--- config.mk ---
export PLATFORM = sky130hd
export DESIGN_NAME = pagerank_update
export DESIGN_NICKNAME = d
export VERILOG_FILES = /design/src/rtl/pagerank_update.sv
export SDC_FILE = /design/constraint.sdc
export NUM_CORES = 1
export LEC_CHECK = 0
export ABC_AREA = 0
export CAP_MARGIN = 30
export CORE_MARGIN = 5
export CORE_UTILIZATION = 49
export CTS_BUF_LIST = sky130_fd_sc_hd__clkbuf_8
export DETAILED_ROUTE_END_ITERATION = 12
export PLACE_DENSITY_LB_ADDON = 0.1
export RECOVER_POWER = 50
export SYNTH_ARGS = -nofsm -noshare
export SYNTH_HDL_FRONTEND = slang
export SYNTH_SLANG_ARGS = --single-unit
--- constraint.sdc ---
create_clock -name clk -period 4 [get_ports clk]
set_input_delay 1 -clock clk [delete_from_list [all_inputs] [get_ports clk]]
set_output_delay 1 -clock clk [all_outputs]
set_load 0.05 [all_outputs]
--- src/rtl/pagerank_update.sv ---
// PageRank damping stage: PR_new = base_term + floor(d*sum), serial 16-cycle shift-add multiply.
// Optional convergence tracking (running max |delta|, max_delta, converged) under `PR_CONV_TRACK_EN.
module pagerank_update #(
    parameter int VID_W = 16,
    parameter int DAMP  = 55706,
    parameter int FRAC  = 16
) (
    input  logic             clk,
    input  logic             reset,
    input  logic             in_valid,
    output logic             in_ready,
    input  logic [VID_W-1:0] in_vertex,
    input  logic [31:0]      in_sum,
    input  logic [31:0]      in_old_pr,
    input  logic             in_last,
    input  logic [31:0]      base_term,
    input  logic [31:0]      threshold,
    output logic             out_valid,
    input  logic             out_ready,
    output logic [VID_W-1:0] out_vertex,
    output logic [31:0]      out_pr,
    output logic             sweep_done,
    output logic [31:0]      max_delta,
    output logic             converged
);

    localparam logic [15:0] DAMP_BITS = DAMP[15:0];

    typedef enum logic [1:0] {IDLE, MUL, ADD, OUT} state_t;

    state_t             r_state;
    state_t             w_next;

    logic [VID_W-1:0]   r_vertex;
    logic [31:0]        r_sum;
    logic               r_last;
    logic [47:0]        r_acc;
    logic [3:0]         r_cnt;
    logic [VID_W-1:0]   r_out_vertex;
    logic [31:0]        r_out_pr;
    logic               r_sweep_done;

    logic [31:0]        w_prod;
    logic [32:0]        w_pr_wide;
    logic [31:0]        w_pr;

    // Product is the integer part of the Q16.16 x Q0.16 result; d<1 keeps it within 32 bits.
    assign w_prod    = r_acc[FRAC +: 32];
    assign w_pr_wide = {1'b0, base_term} + {1'b0, w_prod};
    assign w_pr      = w_pr_wide[32] ? '1 : w_pr_wide[31:0];

`ifdef PR_CONV_TRACK_EN
    logic [31:0]        r_old_pr;
    logic [31:0]        r_run_max;
    logic [31:0]        r_max_delta;
    logic               r_converged;
    logic [31:0]        w_delta;

    assign w_delta = (w_pr >= r_old_pr) ? (w_pr - r_old_pr) : (r_old_pr - w_pr);

    always_ff @(posedge clk or negedge reset) begin
        if (!reset) begin
            r_old_pr    <= '0;
            r_run_max   <= '0;
            r_max_delta <= '0;
            r_converged <= 1'b0;
        end else begin
            if (r_state == IDLE && in_valid)
                r_old_pr <= in_old_pr;
            if (r_state == ADD && w_delta > r_run_max)
                r_run_max <= w_delta;
            // Running max already holds the current vertex's delta from the ADD cycle.
            if (r_state == OUT && out_ready && r_last) begin
                r_max_delta <= r_run_max;
                r_converged <= (r_run_max <= threshold);
                r_run_max   <= '0;
            end
        end
    end

    assign max_delta = r_max_delta;
    assign converged = r_converged;
`else
    logic w_unused;
    assign w_unused  = ^{threshold, in_old_pr};
    assign max_delta = '0;
    assign converged = 1'b0;
`endif

    always_ff @(posedge clk or negedge reset) begin
        if (!reset)
            r_state <= IDLE;
        else
            r_state <= w_next;
    end

    always_comb begin
        w_next = r_state;
        case (r_state)
            IDLE:    if (in_valid)        w_next = MUL;
            MUL:     if (r_cnt == 4'd15)  w_next = ADD;
            ADD:                          w_next = OUT;
            OUT:     if (out_ready)       w_next = IDLE;
            default:                      w_next = IDLE;
        endcase
    end

    always_comb begin
        in_ready  = (r_state == IDLE);
        out_valid = (r_state == OUT);
    end

    always_ff @(posedge clk or negedge reset) begin
        if (!reset) begin
            r_vertex     <= '0;
            r_sum        <= '0;
            r_last       <= 1'b0;
            r_acc        <= '0;
            r_cnt        <= '0;
            r_out_vertex <= '0;
            r_out_pr     <= '0;
            r_sweep_done <= 1'b0;
        end else begin
            r_sweep_done <= 1'b0;
            case (r_state)
                IDLE: begin
                    if (in_valid) begin
                        r_vertex <= in_vertex;
                        r_sum    <= in_sum;
                        r_last   <= in_last;
                        r_acc    <= '0;
                        r_cnt    <= '0;
                    end
                end
                MUL: begin
                    if (DAMP_BITS[r_cnt])
                        r_acc <= r_acc + ({16'b0, r_sum} << r_cnt);
                    r_cnt <= r_cnt + 4'd1;
                end
                ADD: begin
                    r_out_pr     <= w_pr;
                    r_out_vertex <= r_vertex;
                end
                OUT: begin
                    if (out_ready && r_last)
                        r_sweep_done <= 1'b1;
                end
                default: ;
            endcase
        end
    end

    assign out_vertex = r_out_vertex;
    assign out_pr     = r_out_pr;
    assign sweep_done = r_sweep_done;

endmodule

==> results of run 1 <==
-- how the worst min path moves through the flow --
stage,endpoint,slack [ps],cells after the start
after CTS,out_pr[4],480,1
after floorplan,r_acc[2],460,2
after detailed placement,r_acc[2],480,2
after global routing,out_pr[4],520,1
final,out_pr[4],480,1
after global placement,r_acc[4],470,2
-- layout make-up --
type	count	area (um^2)	share of cell area
Multi-Input combinational cell	971	7750	0.511
Sequential cell	152	3810	0.251
Timing Repair Buffer	303	2660	0.176
Tap cell	319	399	0.0263
Clock buffer	18	248	0.0164
Clock inverter	14	156	0.0103
Inverter	35	131	0.00867
-- metal layers --
layer	wire [um]	track usage	part of all wire
met2	13500	0.351	0.44
met3	1430	0.0256	0.047
met1	15200	0.328	0.50
met4	451	0.0537	0.015
met5	0	0	0
-- through the flow --
step           worst slack, ps  cells  hold WS [ps]
2_1_floorplan             33.2   1267           456
3_3_place_gp              -142   1763           471
3_5_place_dp              -168   1763           484
4_1_cts                  -3.33   1799           485
5_1_grt                  -48.9   1812           519
6_report                   116   1812           479
-- registers in the layout, summed over array words and instances, names as in the netlist --
signal,count
r_sum,32
r_cnt,4
out_pr,32
r_state,2
out_vertex,16
r_vertex,16
r_acc,48
r_last,1
sweep_done,1
-- cells by family after synthesis --
| group | after synthesis | synth area share |
|---|---|---|
| compound gates | 371 | 0.222 |
| fa+ha+maj | 87 | 0.0936 |
| mux | 137 | 0.142 |
| other cells | 1 | 0.000318 |
| buf+inv | 144 | 0.0577 |
| simple gates | 273 | 0.110 |
| xor+xnor | 70 | 0.0520 |
| flops | 152 | 0.323 |
-- power by group through the flow --
stage / Combinational [W] / Sequential, W / Clock, W
6_report: 0.00983 / 0.00267 / 0.00121
5_1_grt: 0.0106 / 0.00276 / 0.00132
4_1_cts: 0.00922 / 0.00265 / 0.00125
3_5_place_dp: 0.00903 / 0.00271 / 0
3_3_place_gp: 0.00891 / 0.00267 / 0
2_1_floorplan: 0.00519 / 0.00336 / 0
-- worst max-delay path, cell delays in order (launching register included) --
cell      delay (ps)
dfrtp_4          460
buf_12           140
mux4_2           550
mux2i_2          250
mux2i_2          160
ha_2             430
nand4_2          110
buf_4            160
a211oi_1         180
a21oi_1          130
o311ai_4         120
a31oi_4          180
o21a_2           250
o31a_1           310
xnor2_1          130
a22o_1           190
-- repair_timing --
action                                  4_1_cts  5_1_grt
gates resized for setup                      10       71
pin swaps                                     2       32
endpoints found under the hold margin         0        0
cloned                                        0        0
hold buffers                                  0        0
setup buffers                                 4       13
endpoints found under the setup margin       15       20
-- placed cells by master, fill, tap and decap left out, types with 13 or more instances in the layout --
| cell type | Yosys | layout |
|---|---|---|
| buf_4 | 33 | 157 |
| dfrtp_1 | 152 | 150 |
| clkdlybuf4s50_1 | 0 | 132 |
| a21oi_1 | 104 | 93 |
| nand2_1 | 92 | 91 |
| mux2_2 | 73 | 73 |
| ha_1 | 85 | 73 |
| nor2_1 | 68 | 63 |
| o21ai_0 | 57 | 53 |
| a22o_1 | 43 | 43 |
| xnor2_1 | 41 | 41 |
| inv_1 | 35 | 33 |
| o22a_1 | 33 | 33 |
| conb_1 | 1 | 33 |
| xor2_1 | 29 | 29 |
| mux2i_1 | 47 | 26 |
| a21o_1 | 25 | 25 |
| nand4_1 | 23 | 23 |
| nand3_1 | 20 | 20 |
| mux2i_2 | 0 | 19 |
| nor2b_1 | 18 | 18 |
| clkbuf_8 | 0 | 18 |
| mux4_2 | 17 | 17 |
| o21ai_1 | 10 | 14 |
| a21oi_2 | 3 | 13 |
==> flow_metrics.tcl, run 1 <==
set metrics [dict create \
    grt_pass1_vias 9834 \
    synth_enable_flop_cells 0 \
    rsz0062_at_grt "true" \
    grt_max_degree 61 \
    core_mm2 0.0236 \
    globalplace.congestion 0.916 \
    synth_area_mm2 0.0118 \
    avgSynthCellArea_um2 9.55 \
    critPathCapture "r_acc[45]" \
    first_pass_iters 5 \
    cts_buffers 17 \
    drc 0 \
    finalHoldViolCount 0 \
    outcome "complete, but fails checks" \
    power.density_mw_per_mm2 905 \
    switching_share 0.467 \
    syn_inst 1235 \
    routedWlPerCell_um 16.9 \
    initial_core_util 0.499 \
    critPathArrivalTime_ps 4230 \
    violations "max-capacitance violations, max-slew violations" \
    fmax_mhz 257 \
    internal-power_w 0.00730 \
    synthTopCellsByArea "dfrtp_1 (32%), ha_1 (9.0%), mux2_2 (7.0%), a21oi_1 (4.4%), mux2i_1 (4.0%)" \
    area_growth_pct 28.5 \
    rr_startpoint "r_cnt[0]" \
    avgViaCountPerCell 5.58 \
    die-height_um 165 \
    ir_drop_v 0.000486 \
    pwr-share-comb 0.717 \
    worstSkewPairLatency_ps 470 \
    fillCellCount 2037 \
    synth.top_cells.by_count "dfrtp_1 (152), a21oi_1 (104), nand2_1 (92), ha_1 (85), mux2_2 (73)" \
    cts.clk_slew.worst_paths_ps 110 \
    tns_ps 0 \
    power_frac_seq 0.195 \
    synthArstFlopShare 1.00 \
    slew_violations 67 \
    critPathLaunchType "register" \
    synth_top_area_frac 0.323 \
    cts_root_buffer "clkbuf_8" \
    tritoncts "built" \
    grt_overflow_total 0 \
    p_switching_w 0.00641 \
    fin_skew_ps 28.9 \
    path_max_fanout 8 \
    dp_hpwl_mm 23.8 \
    crit_required_ps 4350 \
    yosysTopAreaCell "dfrtp_1" \
    ys_ff_latch 152 \
    dieArea_mm2 0.0273 \
    clock_path_buffers 2 \
    maxCapViolations 2 \
    ys_warn_count 0 \
    final_util 0.642 \
    drt_iter0_drc 628 \
    period_needed_ps 3880 \
    ys.flop_type "dfrtp_1" \
    worstRegToRegCells 15 \
    io_pins 233 \
    synth_cell_types 80 \
    r2r_slack_ps 120 \
    portBuffers 135 \
    vias 10100 \
    antenna_found_initial 0 \
    fin_area_mm2 0.0152 \
    rows 56 \
    setup_viol 0 \
    nNetsFinal 1716 \
    final_antenna_net_count 0 \
    h-tree-depth 4 \
    crit_start "r_cnt[0]" \
    endpoint_kind "register" \
    synth_most_common_cell "dfrtp_1" \
    timing.rr.end "r_acc[45]" \
    antenna_cells 0 \
    total_power_w 0.0137 \
    track_usage 0.223 \
    grt_pass1_wl_mm 49.2 \
    period_share 0.971 \
    hp-class "in -> async" \
    yosysSeqAreaShare 0.323 \
    leakagePower_nw 6.73 \
    worst_pin_slew_ps 1840 \
    clockPowerShare 0.088 \
    die_w_um 165 \
    place_area_mm2 0.0143 \
    wl_mm 30.6 \
    worstSetupPathType "reg -> reg" \
    cts_sinks 152 \
    drive_gt1_frac 0.255 \
    slew_headroom -0.223 \
]
(Power assumes the default switching activity.)
==> run 2, diff against run 1 <==
- ABC_AREA: 0 -> default
==> results of run 2 <==
Same layout as run 1: the final DEF is identical, and so are final timing and power.
==> run 3, diff against run 2 <==
--- a/config.mk
+++ b/config.mk
@@ -9,3 +9,3 @@
 export CORE_MARGIN = 5
-export CORE_UTILIZATION = 49
+export CORE_UTILIZATION = 59
 export CTS_BUF_LIST = sky130_fd_sc_hd__clkbuf_8
==> constraint.sdc (replaced) <==
create_clock -name clk -period 4.7 [get_ports clk]
set_input_delay 0.94 -clock clk [delete_from_list [all_inputs] [get_ports clk]]
set_output_delay 0.94 -clock clk [all_outputs]
set_load 0.05 [all_outputs]
==> flow_metrics.tcl, run 3 (synthesis gave the netlist of run 1 again) <==
set metrics [dict create \
    leakagePower_nw 5.98 \
    worst_pin_slew_ps 3540 \
    die-height_um 151 \
    nNetsFinal 1569 \
    tns_ps 0 \
    rows 51 \
    violations "max-capacitance violations, max-slew violations" \
    slew_violations 126 \
    die_w_um 151 \
    track_usage 0.249 \
    worstSkewPairLatency_ps 460 \
    endpoint_kind "register" \
    total_power_w 0.00993 \
    cts_sinks 152 \
    cts_buffers 17 \
    clock_path_buffers 2 \
    critPathLaunchType "register" \
    grt_pass1_vias 9261 \
    crit_required_ps 5050 \
    fin_area_mm2 0.0136 \
    path_max_fanout 12 \
    finalHoldViolCount 0 \
    final_common_cell "dfrtp_1" \
    initial_core_util 0.602 \
    vias 9641 \
    worstSetupPathType "reg -> reg" \
    grt_pass1_wl_mm 46.0 \
    first_pass_iters 5 \
    maxCapViolations 2 \
    largest_register_ffs 48 \
    outcome "complete, but fails checks" \
    hp-class "reg -> reg" \
    ir_drop_v 0.000504 \
    globalplace.congestion 0.930 \
    drt_iter0_drc 567 \
    rsz0062_at_grt "false" \
    final_antenna_net_count 0 \
    grt_max_degree 76 \
    tritoncts "built" \
    crit_chain "mux2_2, o21ai_0, mux2_2, mux2i_1, ha_1, nand2_1, o21ai_0, a21oi_1, o221ai_1, nor3_2, a2111oi_4, a21oi_2, xnor2_1, a22o_1" \
    wl_mm 28.0 \
    cts_setup_buffers 0 \
    largest_register "r_acc" \
    period_share 0.932 \
    period_needed_ps 4380 \
    critical-path-max-stage-delay_ps 630 \
    critPathArrivalTime_ps 4730 \
    setup_viol 0 \
    routedWlPerCell_um 17.4 \
    place_area_mm2 0.0132 \
    grt_overflow_total 0 \
    h-tree-depth 4 \
    slew_headroom -1.36 \
    fmax_mhz 228 \
    power.density_mw_per_mm2 729 \
    antenna_cells 0 \
    avgViaCountPerCell 5.98 \
    drive_gt1_frac 0.125 \
    fin_skew_ps 16.6 \
    mostFrequentLayoutCells "dfrtp_1 (150), clkdlybuf4s50_1 (132), a21oi_1 (104)" \
    antenna_found_initial 0 \
    drc 0 \
    core_mm2 0.0196 \
    cts_root_buffer "clkbuf_8" \
    io_pins 233 \
    cts.clk_slew.worst_paths_ps 100 \
    portBuffers 135 \
    dieArea_mm2 0.0229 \
    cp_slowest_cell "dfrtp_1" \
    area_growth_pct 15.5 \
    dp_hpwl_mm 21.8 \
    holdBufCountCts 0 \
]
run 3: changes by cell type in the layout (fill, tap and decap cells not counted), moves of 8 or more:
cell / before / now
a21oi_2: 13 / 3
buf_4: 157 / 18
ha_2: 8 / 0
mux2i_2: 19 / 0
mux2i_1: 26 / 47
a21oi_1: 93 / 104
ha_1: 73 / 85
run 3: report_power, final:
part / switching (W) / internal, W / total (W)
Combinational: 0.00390 / 0.00273 / 0.00663
Sequential: 0.000476 / 0.00184 / 0.00232
Clock: 0.000588 / 0.000400 / 0.000988
Total: 0.00497 / 0.00497 / 0.00993
run 3: path summary, 6_finish.rpt:
check	startpoint	endpoint	slack (ps)	cells past startpoint
max in group asynchronous	reset	r_acc[0]	820	1
setup reg to reg	r_cnt[1]	r_acc[42]	320	14
hold reg to reg	r_vertex[15]	out_vertex[15]	500	1
min in group asynchronous	reset	out_pr[1]	1870	1
setup / recovery	r_cnt[1]	r_acc[42]	320	14
hold / removal	r_vertex[15]	out_vertex[15]	500	1
run 3: cell type report:
class	instances	area [um^2]
Clock buffer	17	234
Timing Repair Buffer	156	1530
Multi-Input combinational cell	971	7430
Clock inverter	15	156
Inverter	35	131
Tap cell	265	332
Sequential cell	152	3810
Fill cell	1609	5970
run 3: per-layer routing:
layer,global-route usage,vias up,share of wire
met5,0,-,0
met4,0.0617,0,0.013
met3,0.0407,31,0.061
met2,0.399,305,0.46
met1,0.353,4574,0.47
li1,-,4731,-
run 3: worst max-delay path: cells and delay by family, from the launching register on:
kind | cells | cell delay [ps]
fa+ha+maj | 1 | 500
simple gates | 2 | 200
compound gates | 7 | 1990
mux | 3 | 800
xor+xnor | 1 | 140
flops | 1 | 630
run 3: timing repair:
action,CTS,global route
gates resized for setup,0,1
endpoints found under the hold margin,0,0
setup endpoints to repair,0,10
run 3: per-stage QoR:
stage | utilization | cells | setup WS, ps | hold WS (ps)
6_report | 0.695 | 1611 | 321 | 501
5_1_grt | 0.695 | 1611 | 8.40 | 520
4_1_cts | 0.696 | 1611 | 227 | 502
3_5_place_dp | 0.676 | 1579 | 239 | 481
3_3_place_gp | 0.675 | 1578 | 275 | 470
2_1_floorplan | - | 1267 | 326 | 456
